$ cat config.mk
export PLATFORM = sky130hd
export DESIGN_NAME = odo_sbox_small_seq
export DESIGN_NICKNAME = d
export VERILOG_FILES = /design/src/rtl/odo_sbox_small_seq.sv
export SDC_FILE = /design/constraint.sdc
export NUM_CORES = 1
export LEC_CHECK = 0
export ABC_AREA = 0
export BUFFER_PORTS_ARGS = -buffer_cell sky130_fd_sc_hd__buf_2
export CAP_MARGIN = 40
export CORE_ASPECT_RATIO = 0.5
export CORE_MARGIN = 1.5
export CORE_UTILIZATION = 56
export CTS_BUF_LIST = sky130_fd_sc_hd__clkbuf_4 sky130_fd_sc_hd__clkbuf_8 sky130_fd_sc_hd__clkbuf_16
export DETAILED_ROUTE_END_ITERATION = 10
export PLACE_DENSITY = 0.77
export SLEW_MARGIN = 20
export SYNTH_ARGS = -nofsm -noshare
export SYNTH_HDL_FRONTEND = slang
export SYNTH_SLANG_ARGS = --single-unit
$ cat constraint.sdc
create_clock -name clk -period 2.9 [get_ports clk]
set_input_delay 0.58 -clock clk [delete_from_list [all_inputs] [get_ports clk]]
set_output_delay 0.58 -clock clk [all_outputs]
set_load 0.005 [all_outputs]
$ cat src/rtl/odo_sbox_small_seq.sv
// ---------------------------------------------------------------------------
// odo_sbox_small_seq
//   Upstream sequencer for the 6-bit small S-box ROM. It takes one DATA_W-bit
//   word and splits it into NCHUNK chunks of CHUNK_W bits. The chunks are
//   streamed through a single shared ROM port, one per cycle, with chunk 0
//   (the LSBs) going first. The substituted word is reassembled from the
//   results. The ROM has a registered output, so each result arrives one
//   cycle after its address.
//
// Ports
//   clk        in   1        rising-edge clock
//   rst_n      in   1        asynchronous active-low reset
//   in_valid   in   1        input word valid
//   in_ready   out  1        block can accept a word this cycle
//   in_data    in   DATA_W   word to substitute (chunk i = in_data[i*6 +: 6])
//   sbox_addr  out  CHUNK_W  ROM address
//   sbox_data  in   CHUNK_W  ROM registered output
//   out_valid  out  1        substituted word valid
//   out_ready  in   1        consumer accepts the word
//   out_data   out  DATA_W   substituted word (chunk i = ROM[in chunk i])
// ---------------------------------------------------------------------------
module odo_sbox_small_seq #(
    parameter int CHUNK_W = 6,
    parameter int NCHUNK  = 10,
    parameter int DATA_W  = 60
) (
    input  logic                clk,
    input  logic                rst_n,
    input  logic                in_valid,
    output logic                in_ready,
    input  logic [DATA_W-1:0]   in_data,
    output logic [CHUNK_W-1:0]  sbox_addr,
    input  logic [CHUNK_W-1:0]  sbox_data,
    output logic                out_valid,
    input  logic                out_ready,
    output logic [DATA_W-1:0]   out_data
);

    localparam int IDX_W = (NCHUNK > 1) ? $clog2(NCHUNK) : 1;
    localparam logic [IDX_W-1:0] LAST_IDX = IDX_W'(NCHUNK - 1);

    typedef enum logic [1:0] {IDLE, ISSUE, DRAIN, DONE} state_t;

    state_t              state_q, state_d;
    logic [IDX_W-1:0]    idx_q, idx_d;
    logic [DATA_W-1:0]   srcWord_q;
    logic [DATA_W-1:0]   resWord_q, resWord_d;
    logic [DATA_W-1:0]   outData_q;
    logic                outValid_q;
    logic                capEn_q;
    logic [IDX_W-1:0]    capIdx_q;
    logic                accept;

    assign accept    = in_valid & in_ready;
    assign out_valid = outValid_q;
    assign out_data  = outData_q;

    // State register.
    always_ff @(posedge clk or negedge rst_n) begin
        if (!rst_n) begin
            state_q <= IDLE;
        end else begin
            state_q <= state_d;
        end
    end

    // Next-state logic. IDLE always has in_ready high, so in_valid alone
    // starts a word there. DONE hands straight over to a new word when the
    // consumer takes the result and a new word is waiting.
    always_comb begin
        state_d = state_q;
        case (state_q)
            IDLE:    if (in_valid) state_d = ISSUE;
            ISSUE:   if (idx_q == LAST_IDX) state_d = DRAIN;
            DRAIN:   state_d = DONE;
            DONE:    if (out_ready) state_d = in_valid ? ISSUE : IDLE;
            default: state_d = IDLE;
        endcase
    end

    // Output logic. The ROM address is combinational from the latched source
    // word, so the ROM registers chunk idx on the same edge that idx
    // advances. Outside ISSUE the address is parked at zero.
    always_comb begin
        in_ready  = (state_q == IDLE) || ((state_q == DONE) && out_ready);
        sbox_addr = '0;
        if (state_q == ISSUE) begin
            for (int i = 0; i < NCHUNK; i++) begin
                if (idx_q == IDX_W'(i)) begin
                    sbox_addr = srcWord_q[i*CHUNK_W +: CHUNK_W];
                end
            end
        end
    end

    // Chunk counter. It restarts on acceptance and stops at the last chunk
    // instead of wrapping.
    always_comb begin
        idx_d = idx_q;
        if (accept) begin
            idx_d = '0;
        end else if ((state_q == ISSUE) && (idx_q != LAST_IDX)) begin
            idx_d = idx_q + IDX_W'(1);
        end
    end

    // Result assembly. capEn/capIdx trail the issue side by one cycle to
    // match the ROM latency, and they drop the returning chunk into its slot.
    always_comb begin
        resWord_d = resWord_q;
        if (capEn_q) begin
            for (int i = 0; i < NCHUNK; i++) begin
                if (capIdx_q == IDX_W'(i)) begin
                    resWord_d[i*CHUNK_W +: CHUNK_W] = sbox_data;
                end
            end
        end
    end

    // Datapath registers. out_data loads from resWord_d, not resWord_q. The
    // last chunk arrives on the same edge as DRAIN->DONE, so it must be
    // folded in without waiting one more cycle.
    always_ff @(posedge clk or negedge rst_n) begin
        if (!rst_n) begin
            idx_q      <= '0;
            srcWord_q  <= '0;
            resWord_q  <= '0;
            outData_q  <= '0;
            outValid_q <= 1'b0;
            capEn_q    <= 1'b0;
            capIdx_q   <= '0;
        end else begin
            idx_q     <= idx_d;
            resWord_q <= resWord_d;
            capEn_q   <= (state_q == ISSUE);
            capIdx_q  <= idx_q;
            if (accept) begin
                srcWord_q <= in_data;
            end
            if (state_q == DRAIN) begin
                outData_q  <= resWord_d;
                outValid_q <= 1'b1;
            end else if ((state_q == DONE) && out_ready) begin
                outValid_q <= 1'b0;
            end
        end
    end

endmodule
==> results of run 1 <==
[through the flow]
| stage | utilization, % | cell area, um^2 | power [mW] |
|---|---|---|---|
| finish | 71.20 | 9782 | 11.06 |
| global route | 71.20 | 9782 | 11.77 |
| CTS | 70.24 | 9649 | 10.89 |
| detailed placement | 65.11 | 8945 | 8.403 |
| global placement | 65.11 | 8945 | 8.235 |
| floorplan | - | 7996 | 7.067 |
[cells in the final DEF (no fill, tap or decap), types with 5 or more instances in the layout]
master	count
nand3b_1	7
dfrtp_1	190
o21ai_0	18
nand2_1	23
mux2_2	158
clkbuf_16	17
a21oi_1	14
buf_2	136
mux2_4	6
mux2_1	6
a22oi_1	10
o22ai_1	10
inv_1	15
nor2_1	14
o21ai_1	5
buf_4	19
[report_power, final]
part	internal, mW	leakage (nW)	total [mW]	switching (mW)
logic	2.30	1.90	4.13	1.84
registers	3.95	2.35	4.62	0.674
clock network	1.21	0.272	2.31	1.09
total	7.46	4.52	11.1	3.60
[worst max-delay path, delay by kind of cell (launching register included)]
family	cells	cell delay, ns
buffers and inverters	2	0.28
adders and majority gates	1	0.21
and+or+nand+nor	1	0.16
AOI/OAI and AO/OA	4	0.80
DFF	1	0.46
[area by class of cell]
cell class                 count  area (um^2)  share of cell area, %
clock inverter                14        152.6                  1.560
clock buffer                  17        425.4                  4.349
sequential                   192         4807                  49.14
tap                          192        240.2                  2.456
inverter                      17        66.31                 0.6779
timing repair buffer         165        977.2                  9.990
multi-input combinational    337         3113                  31.82
[final timing paths]
| path | start | end |
|---|---|---|
| worst max-delay path | idx_q[0] | sbox_addr[4] |
| worst min-delay path | rst_n | srcWord_q[17] |
| worst max register to register | idx_q[3] | state_q[0] |
| worst min register to register | out_valid | out_valid |
| max in group asynchronous | rst_n | out_data[33] |
| min in group clk | in_data[54] | srcWord_q[54] |
[cell families after synthesis]
family / count (synthesis)
compound gates: 81
xor+xnor: 3
fa+ha+maj: 9
buf+inv: 53
flops: 192
mux: 170
simple gates: 74
[metal layers]
layer	vias up	part of all wire, %	GRT usage (%)
met5	-	0	0
met4	0	1.4	8.300
met3	24	4.0	4.498
met2	119	47	37.17
met1	2633	48	33.25
li1	2376	-	-
[sequential cells by signal, summed over array words and instances, names as in the netlist]
name and cells:
capEn_q 1, capIdx_q 4, idx_q 4, out_data 60, out_valid 1, resWord_q 60, srcWord_q 60, state_q 2
[timing repair]
| action | CTS | global route |
|---|---|---|
| gates cloned | 0 | 0 |
| buffers inserted | 7 | 7 |
| setup endpoints to repair | 6 | 6 |
| resized for setup | 22 | 22 |
| pin swaps | 3 | 11 |
==> results_dict.tcl, run 1 <==
set metrics [dict create \
    status "complete, but fails checks" \
    violations "setup timing" \
    worst_pin_slew_ns 0.6237 \
    clk_pin_slew_ns 0.07 \
    cap_violations 0 \
    pin_count 138 \
    reg2reg_slack_ns 0.80 \
    die_h_um 87.50 \
    worstSetupEndpointType "output port" \
    critPathKind "reg2out" \
    ys_top_cells_by_area "dfrtp_1 (60%), mux2_2 (22%), o21ai_0 (1.6%)" \
    cts_max_level 4 \
    initial_core_util_pct 58.21 \
    synthCells 582 \
    cp_cell_sequence "ha_4 -> buf_6 -> nand3b_1 -> a221oi_2 -> o21ai_1 -> a221o_1 -> o21ai_2 -> buf_2" \
    diodes 0 \
    ff2ff_path_depth 5 \
    finalMaxSlewViolations 0 \
    yosys.cell_types.count 39 \
    ys_async_sr_fraction_pct 100.0 \
    numCtsBuffers 17 \
    antenna_found_initial 0 \
    setup_violations 1 \
    mappedNetlistArea_um2 7996 \
    clkSinkCount 192 \
    cts_tree "built" \
    fin_crit_sh_pct 100.3 \
    yosysSeqAreaShare_pct 60.08 \
    gp_congestion 0.8665 \
    whs_ns 0.1741 \
    dr.pass1.iters 4 \
    ir_drop_uv 565.2 \
    grt_pass1_vias 5150 \
    cp.required_ns 2.32 \
    grt_start_max_net_pins 77 \
    rsz0062_at_grt "yes" \
    final-hold-violation-count 0 \
    rows 30 \
    routedWlPerCell_um 18.26 \
    numPortBuffers 137 \
    synth_top_family_by_area "multiplexers" \
    detail-route-antenna-nets 0 \
    p_leak_nw 4.521 \
    grt_pass1_wl_um 26770 \
    crit_fanout 6 \
    drive_gt1_share_pct 51.62 \
    critPathSlowestCell "dfrtp_2" \
    max_stage_delay_ns 0.46 \
    hold_buffers 0 \
    grt_use_total_pct 23.64 \
    drc_errors 0 \
    num_vias 5152 \
    maxSlewHeadroom_pct 58.42 \
    synth_enable_flop_cells 0 \
    startpoint_type "register" \
    gr-total-overflow 0 \
    synthFlopType "dfrtp_1" \
    wirelength_um 17050 \
    drtIter0Drc 297 \
    final_cells 934 \
    synth-xor-area-share_pct 0.3286 \
    root_buffer "clkbuf_16" \
    synth_fa_ha_area_share_pct 1.408 \
    core_um2 13740 \
    yosysMostFrequentCell "dfrtp_1" \
    fmax_mhz 343.7 \
    synth-simple-area-share_pct 4.851 \
    die-area_um2 15050 \
    fin_nets 809 \
    numPlacedInstances 889 \
    yosys.area.top_type_share_pct 60.08 \
    dp_slack_ns 0.09548 \
    cts_buffer_depth 2 \
    fillCellCount 964 \
    setup_tns_ns -0.009644 \
    pwr_density_cell_nw_per_um2 1131 \
    clk_latency_ns 0.43 \
    ys_warn_count 0 \
    synth_mux_area_share_pct 24.22 \
    ys_seq_elements 192 \
    area_growth_pct 22.33 \
    vias_per_cell 5.516 \
    synth_commonest_cells "dfrtp_1 (192), mux2_2 (158), clkbuf_1 (28), o21ai_0 (25), nand2_1 (23)" \
    syn_nets 661 \
    worstPathArrival_ns 2.33 \
    finClkSkew_ns 0.01043 \
    hpwl_um 11260 \
    synth.avg_cell_area_um2 13.74 \
    synth_top_area_cell "dfrtp_1" \
    min_path_type "in2async" \
    die_w_um 172.0 \
    fin_crit_ns 2.910 \
    setup_slack_ns -0.009644 \
    synth_compound_area_share_pct 6.494 \
]
Note: power is estimated with default switching activity, not from simulation.
==> run 2: changes to the inputs <==
--- a/config.mk
+++ b/config.mk
@@ -13,7 +13,7 @@
 export CORE_UTILIZATION = 56
 export CTS_BUF_LIST = sky130_fd_sc_hd__clkbuf_4 sky130_fd_sc_hd__clkbuf_8 sky130_fd_sc_hd__clkbuf_16
 export DETAILED_ROUTE_END_ITERATION = 10
-export PLACE_DENSITY = 0.77
+export PLACE_DENSITY = 0.8
 export SLEW_MARGIN = 20
 export SYNTH_ARGS = -nofsm -noshare
 export SYNTH_HDL_FRONTEND = slang
==> run 2 against run 1 <==
Effect of this change: critical path depth is the same; design area is essentially flat; clock power grew 6%; non-clock buffer count shrank 1; register-to-register slack gained 0.11 ns; the run still ends with setup timing left; wire length grew 3.2%; sequential share of layout area is essentially flat; count of clock-buffer cells in the layout grew 1; maximum frequency shrank 0.11%; critical endpoint is now sbox_addr[1]; global-route usage grew 0.75 points; sequential cell count is the same; hold slack lost 0.039 ns.
==> results_dict.tcl, run 2 (same netlist as run 1, synthesis figures left out) <==
set metrics [dict create \
    status "complete, but fails checks" \
    violations "setup timing" \
    timing.rr.start "idx_q[1]" \
    grt_pass1_wl_um 27570 \
    ir_drop_uv 592.0 \
    netSwitchingFraction_pct 32.64 \
    rr_endpoint "state_q[0]" \
    fmax_mhz 343.3 \
    numPortBuffers 137 \
    clk_latency_ns 0.42 \
    max_stage_delay_ns 0.47 \
    drive_gt1_share_pct 51.48 \
    die_w_um 172.0 \
    maxSlewHeadroom_pct 61.46 \
    grt_start_max_net_pins 75 \
    antenna_found_initial 0 \
    rows 30 \
    diodes 0 \
    dpl_cell_area_um2 8962 \
    clkSinkCount 192 \
    p_int_mw 7.521 \
    root_buffer "clkbuf_16" \
    core_um2 13740 \
    die_h_um 87.50 \
    worstPathArrival_ns 2.33 \
    finalMaxSlewViolations 0 \
    gr-total-overflow 0 \
    setup_violations 2 \
    critPathSlowestCell "dfrtp_2" \
    ff2ff_path_depth 8 \
    switching_power_mw 3.644 \
    setup_tns_ns -0.01560 \
    rsz0062_at_grt "yes" \
    grt_pass1_vias 5222 \
    dr.pass1.iters 5 \
    routedWlPerCell_um 18.84 \
    drtIter0Drc 300 \
    startpoint_type "register" \
    cap_violations 0 \
    min_path_type "in2async" \
    num_vias 5229 \
    cp_cell_sequence "ha_4 -> buf_6 -> nand3b_1 -> a221oi_2 -> o21ai_1 -> a221o_1 -> o21ai_1 -> buf_2" \
    cts_buffer_depth 2 \
    final_area_um2 9778 \
    setup_slack_ns -0.01280 \
    p_leak_nw 4.534 \
    layout_common_cells "dfrtp_1 (190), mux2_2 (158), buf_2 (136)" \
    pwr-share-clk_pct 22.0 \
    fin_nets 808 \
    cp.required_ns 2.32 \
    wirelength_um 17590 \
    grt_use_total_pct 24.39 \
    path_buf_inv 2 \
    fin_crit_sh_pct 100.4 \
    cts_tree "built" \
    critPathKind "reg2out" \
    initial_core_util_pct 58.21 \
    pwr_density_cell_nw_per_um2 1142 \
    cts_max_level 4 \
    worst_pin_slew_ns 0.5781 \
    drc_errors 0 \
    numCtsBuffers 17 \
    worstSetupEndpointType "output port" \
    layout_commonest_cell "dfrtp_1" \
    fin_crit_ns 2.913 \
    p_seq_share_pct 41.5 \
    detail-route-antenna-nets 0 \
    final-hold-violation-count 0 \
    finClkSkew_ns 0.01201 \
    path_delay_family "compound AO/OA/AOI/OAI gates" \
    clk_pin_slew_ns 0.07 \
    pin_count 138 \
    area_growth_pct 22.28 \
    hpwl_um 12000 \
    die-area_um2 15050 \
    p_comb_share_pct 36.5 \
    vias_per_cell 5.599 \
    crit_fanout 13 \
    reg2reg_slack_ns 0.91 \
    crit_top_cell "o21ai_1" \
    gp_congestion 0.8567 \
]
==> run 2: timing repair <==
item | in CTS | in global routing
setup endpoints to repair | 6 | 6
pin swaps | 3 | 10
buffers inserted | 4 | 5
cloned | 0 | 0
hold buffers | 0 | 0
gates resized for setup | 20 | 15
==> run 2: routing by layer <==
metal	track usage, %	wire [um]	vias to the layer above
met4	7.510	183	0
met1	34.34	8084	2696
met5	0	0	-
li1	-	-	2374
met3	4.543	859	14
met2	38.89	8464	145
==> run 2: worst max path at each step <==
stage	startpoint	endpoint	slack (ns)	depth (start not counted)
6_report	idx_q[0]	sbox_addr[1]	-0.01	8
5_1_grt	idx_q[1]	sbox_addr[1]	-0.11	9
2_1_floorplan	idx_q[0]	sbox_addr[3]	0.48	8
3_5_place_dp	idx_q[0]	sbox_addr[4]	0.17	9
3_3_place_gp	idx_q[0]	sbox_addr[0]	0.20	9
4_1_cts	idx_q[0]	sbox_addr[4]	0.002	8
==> run 2: cell type report <==
class / instances / area [um^2]
inverter: 17 / 66.31
multi-input combinational: 337 / 3084
clock buffer: 18 / 439.2
tap: 192 / 240.2
fill: 973 / 3960
timing repair buffer: 164 / 945.9
sequential: 192 / 4807
clock inverter: 14 / 195.2
==> run 2: through the flow <==
stage | worst slack [ns] | power (mW) | hold WS [ns] | std cells | util (%)
after floorplan | 0.4837 | 7.067 | 0.2844 | 582 | -
after global placement | 0.2028 | 8.297 | 0.4453 | 893 | 65.24
after detailed placement | 0.1681 | 8.478 | 0.4675 | 893 | 65.24
after CTS | 0.002489 | 11.07 | 0.1716 | 929 | 70.56
after global routing | -0.1062 | 11.84 | 0.1938 | 934 | 71.17
final | -0.01280 | 11.17 | 0.1351 | 934 | 71.17
==> run 2: power groups by stage <==
stage               registers (mW)  clock network, mW  logic (mW)
floorplan                     4.45                  0        2.62
global placement              4.61                  0        3.69
detailed placement            4.66                  0        3.82
CTS                           4.62               2.48        3.96
global route                  4.77               2.61        4.46
finish                        4.63               2.45        4.08
==> run 3: changes to the inputs <==
--- a/config.mk
+++ b/config.mk
@@ -13,6 +13,7 @@
 export CORE_UTILIZATION = 56
 export CTS_BUF_LIST = sky130_fd_sc_hd__clkbuf_4 sky130_fd_sc_hd__clkbuf_8 sky130_fd_sc_hd__clkbuf_16
 export DETAILED_ROUTE_END_ITERATION = 10
+export GPL_TIMING_DRIVEN = 0
 export PLACE_DENSITY = 0.8
 export SLEW_MARGIN = 20
 export SYNTH_ARGS = -nofsm -noshare
==> run 3 against run 2 <==
Effect of this change: the flow still finishes with violations (setup timing); critical path depth is the same; count of clock-buffer cells in the layout is 1 higher; cell count grew 1.6%; sequential cell count unchanged; clock skew is 0.0013 ns higher; register-to-register slack got worse by 0.40 ns; hold slack improved by 0.029 ns; design area grew 0.74%; sequential power about the same; worst setup slack lost 0.017 ns; first-iteration DRC count is 4.3% lower; critical endpoint unchanged; largest cell class unchanged.
==> results_dict.tcl, run 3 (same netlist as run 1, synthesis figures left out) <==
set metrics [dict create \
    hold_buffers 0 \
    fin_nets 823 \
    drtIter0Drc 287 \
    netSwitchingFraction_pct 32.57 \
    routedWlPerCell_um 18.47 \
    critPathKind "reg2out" \
    rows 30 \
    layout_common_cells "dfrtp_1 (190), mux2_2 (158), buf_2 (137)" \
    cts_max_level 4 \
    p_leak_nw 4.557 \
    vias_per_cell 5.593 \
    area_growth_pct 23.19 \
    clk_latency_ns 0.42 \
    numPortBuffers 131 \
    fin_crit_ns 2.929 \
    min_path_type "in2async" \
    die-area_um2 15050 \
    grt_pass1_vias 5368 \
    rsz0062_at_grt "yes" \
    cts_tree "built" \
    num_vias 5308 \
    grt_use_total_pct 24.28 \
    dp_slack_ns -0.3131 \
    core_um2 13740 \
    p_seq_share_pct 40.9 \
    grt_start_max_net_pins 104 \
    cp.required_ns 2.32 \
    worstSetupEndpointType "output port" \
    dr.pass1.iters 6 \
    gp_congestion 0.8686 \
    status "complete, but fails checks" \
    drc_errors 0 \
    total_power_mw 11.25 \
    wirelength_um 17530 \
    pin_count 138 \
    drive_gt1_share_pct 51.12 \
    layout_commonest_cell "dfrtp_1" \
    cts_buffer_depth 2 \
    gr-total-overflow 0 \
    clkSinkCount 192 \
    final_area_um2 9851 \
    pwr-share-clk_pct 21.6 \
    setup_violations 3 \
    die_w_um 172.0 \
    hpwl_um 11750 \
    ff2ff_path_depth 7 \
    dpl_cell_area_um2 8930 \
    clk_pin_slew_ns 0.07 \
    final_cells 949 \
    root_buffer "clkbuf_16" \
    ir_drop_uv 561.9 \
    startpoint_type "register" \
    cap_violations 0 \
    worst_pin_slew_ns 0.6749 \
    setup_tns_ns -0.05705 \
    numCtsBuffers 17 \
    worstPathArrival_ns 2.35 \
    pwr_density_cell_nw_per_um2 1142 \
    numPlacedInstances 906 \
    antenna_found_initial 0 \
    finClkSkew_ns 0.01331 \
    detail-route-antenna-nets 0 \
    violations "setup timing" \
    fin_crit_sh_pct 101.0 \
    fin_util_pct 71.70 \
    fmax_mhz 341.4 \
    switching_power_mw 3.665 \
    maxSlewHeadroom_pct 55.01 \
    die_h_um 87.50 \
    diodes 0 \
    final-hold-violation-count 0 \
    crit_fanout 9 \
    whs_ns 0.1639 \
    p_int_mw 7.587 \
    grt_pass1_wl_um 27680 \
    setup_slack_ns -0.02946 \
    initial_core_util_pct 58.21 \
    p_comb_share_pct 37.5 \
    finalMaxSlewViolations 0 \
]
## run 3: cell count changes in the layout (fill, tap and decap cells not counted), sizes merged
cell	delta
clkinvlp	-1
inv	+2
clkinv	-2
buf	-6
clkbuf	+22
## run 3: what timing repair did
action / CTS / global route
resized for setup: 47 / 20
pin swaps: 8 / 5
hold endpoints to repair: 0 / 0
endpoints found under the setup margin: 6 / 6
setup buffers: 8 / 7
## run 3: cell type report
class	instances	area [um^2]
clock inverter	13	162.7
fill	969	3887
tap	192	240.2
multi-input combinational	337	3131
timing repair buffer	147	813.3
clock buffer	19	452.9
sequential	192	4807
inverter	17	68.82
buffer	32	175.2
## run 3: critical path, stage by stage, from the launching register on
cell	delay, ns
dfrtp_2	0.47
buf_4	0.17
ha_4	0.19
inv_1	0.25
nand2_2	0.14
o22ai_1	0.28
a221o_1	0.24
o21ai_2	0.06
buf_2	0.13
## run 3: power groups by stage
stage	Clock, mW	Sequential (mW)	Combinational, mW
floorplan	0	4.45	2.62
global placement	0	4.55	3.63
finish	2.43	4.60	4.22
global route	2.58	4.75	4.61
detailed placement	0	4.61	3.78
CTS	2.45	4.59	4.04
## run 3: routing by layer
| layer | up-vias | track usage [%] | part of all wire [%] |
|---|---|---|---|
| li1 | 2403 | - | - |
| met5 | - | 0 | 0 |
| met3 | 26 | 4.589 | 4.7 |
| met1 | 2712 | 33.25 | 46 |
| met4 | 0 | 7.668 | 1.3 |
| met2 | 167 | 39.66 | 48 |
## run 3: final timing paths
kind                                   from             to  slack, ns
worst min-delay path                  rst_n   srcWord_q[2]       0.16
worst max-delay path               idx_q[0]   sbox_addr[1]      -0.03
worst max register to register   state_q[0]  srcWord_q[51]       0.51
min in group clk                in_data[14]  srcWord_q[14]       0.38
worst min register to register     idx_q[3]    capIdx_q[3]       0.47
max in group asynchronous             rst_n   resWord_q[8]       1.80
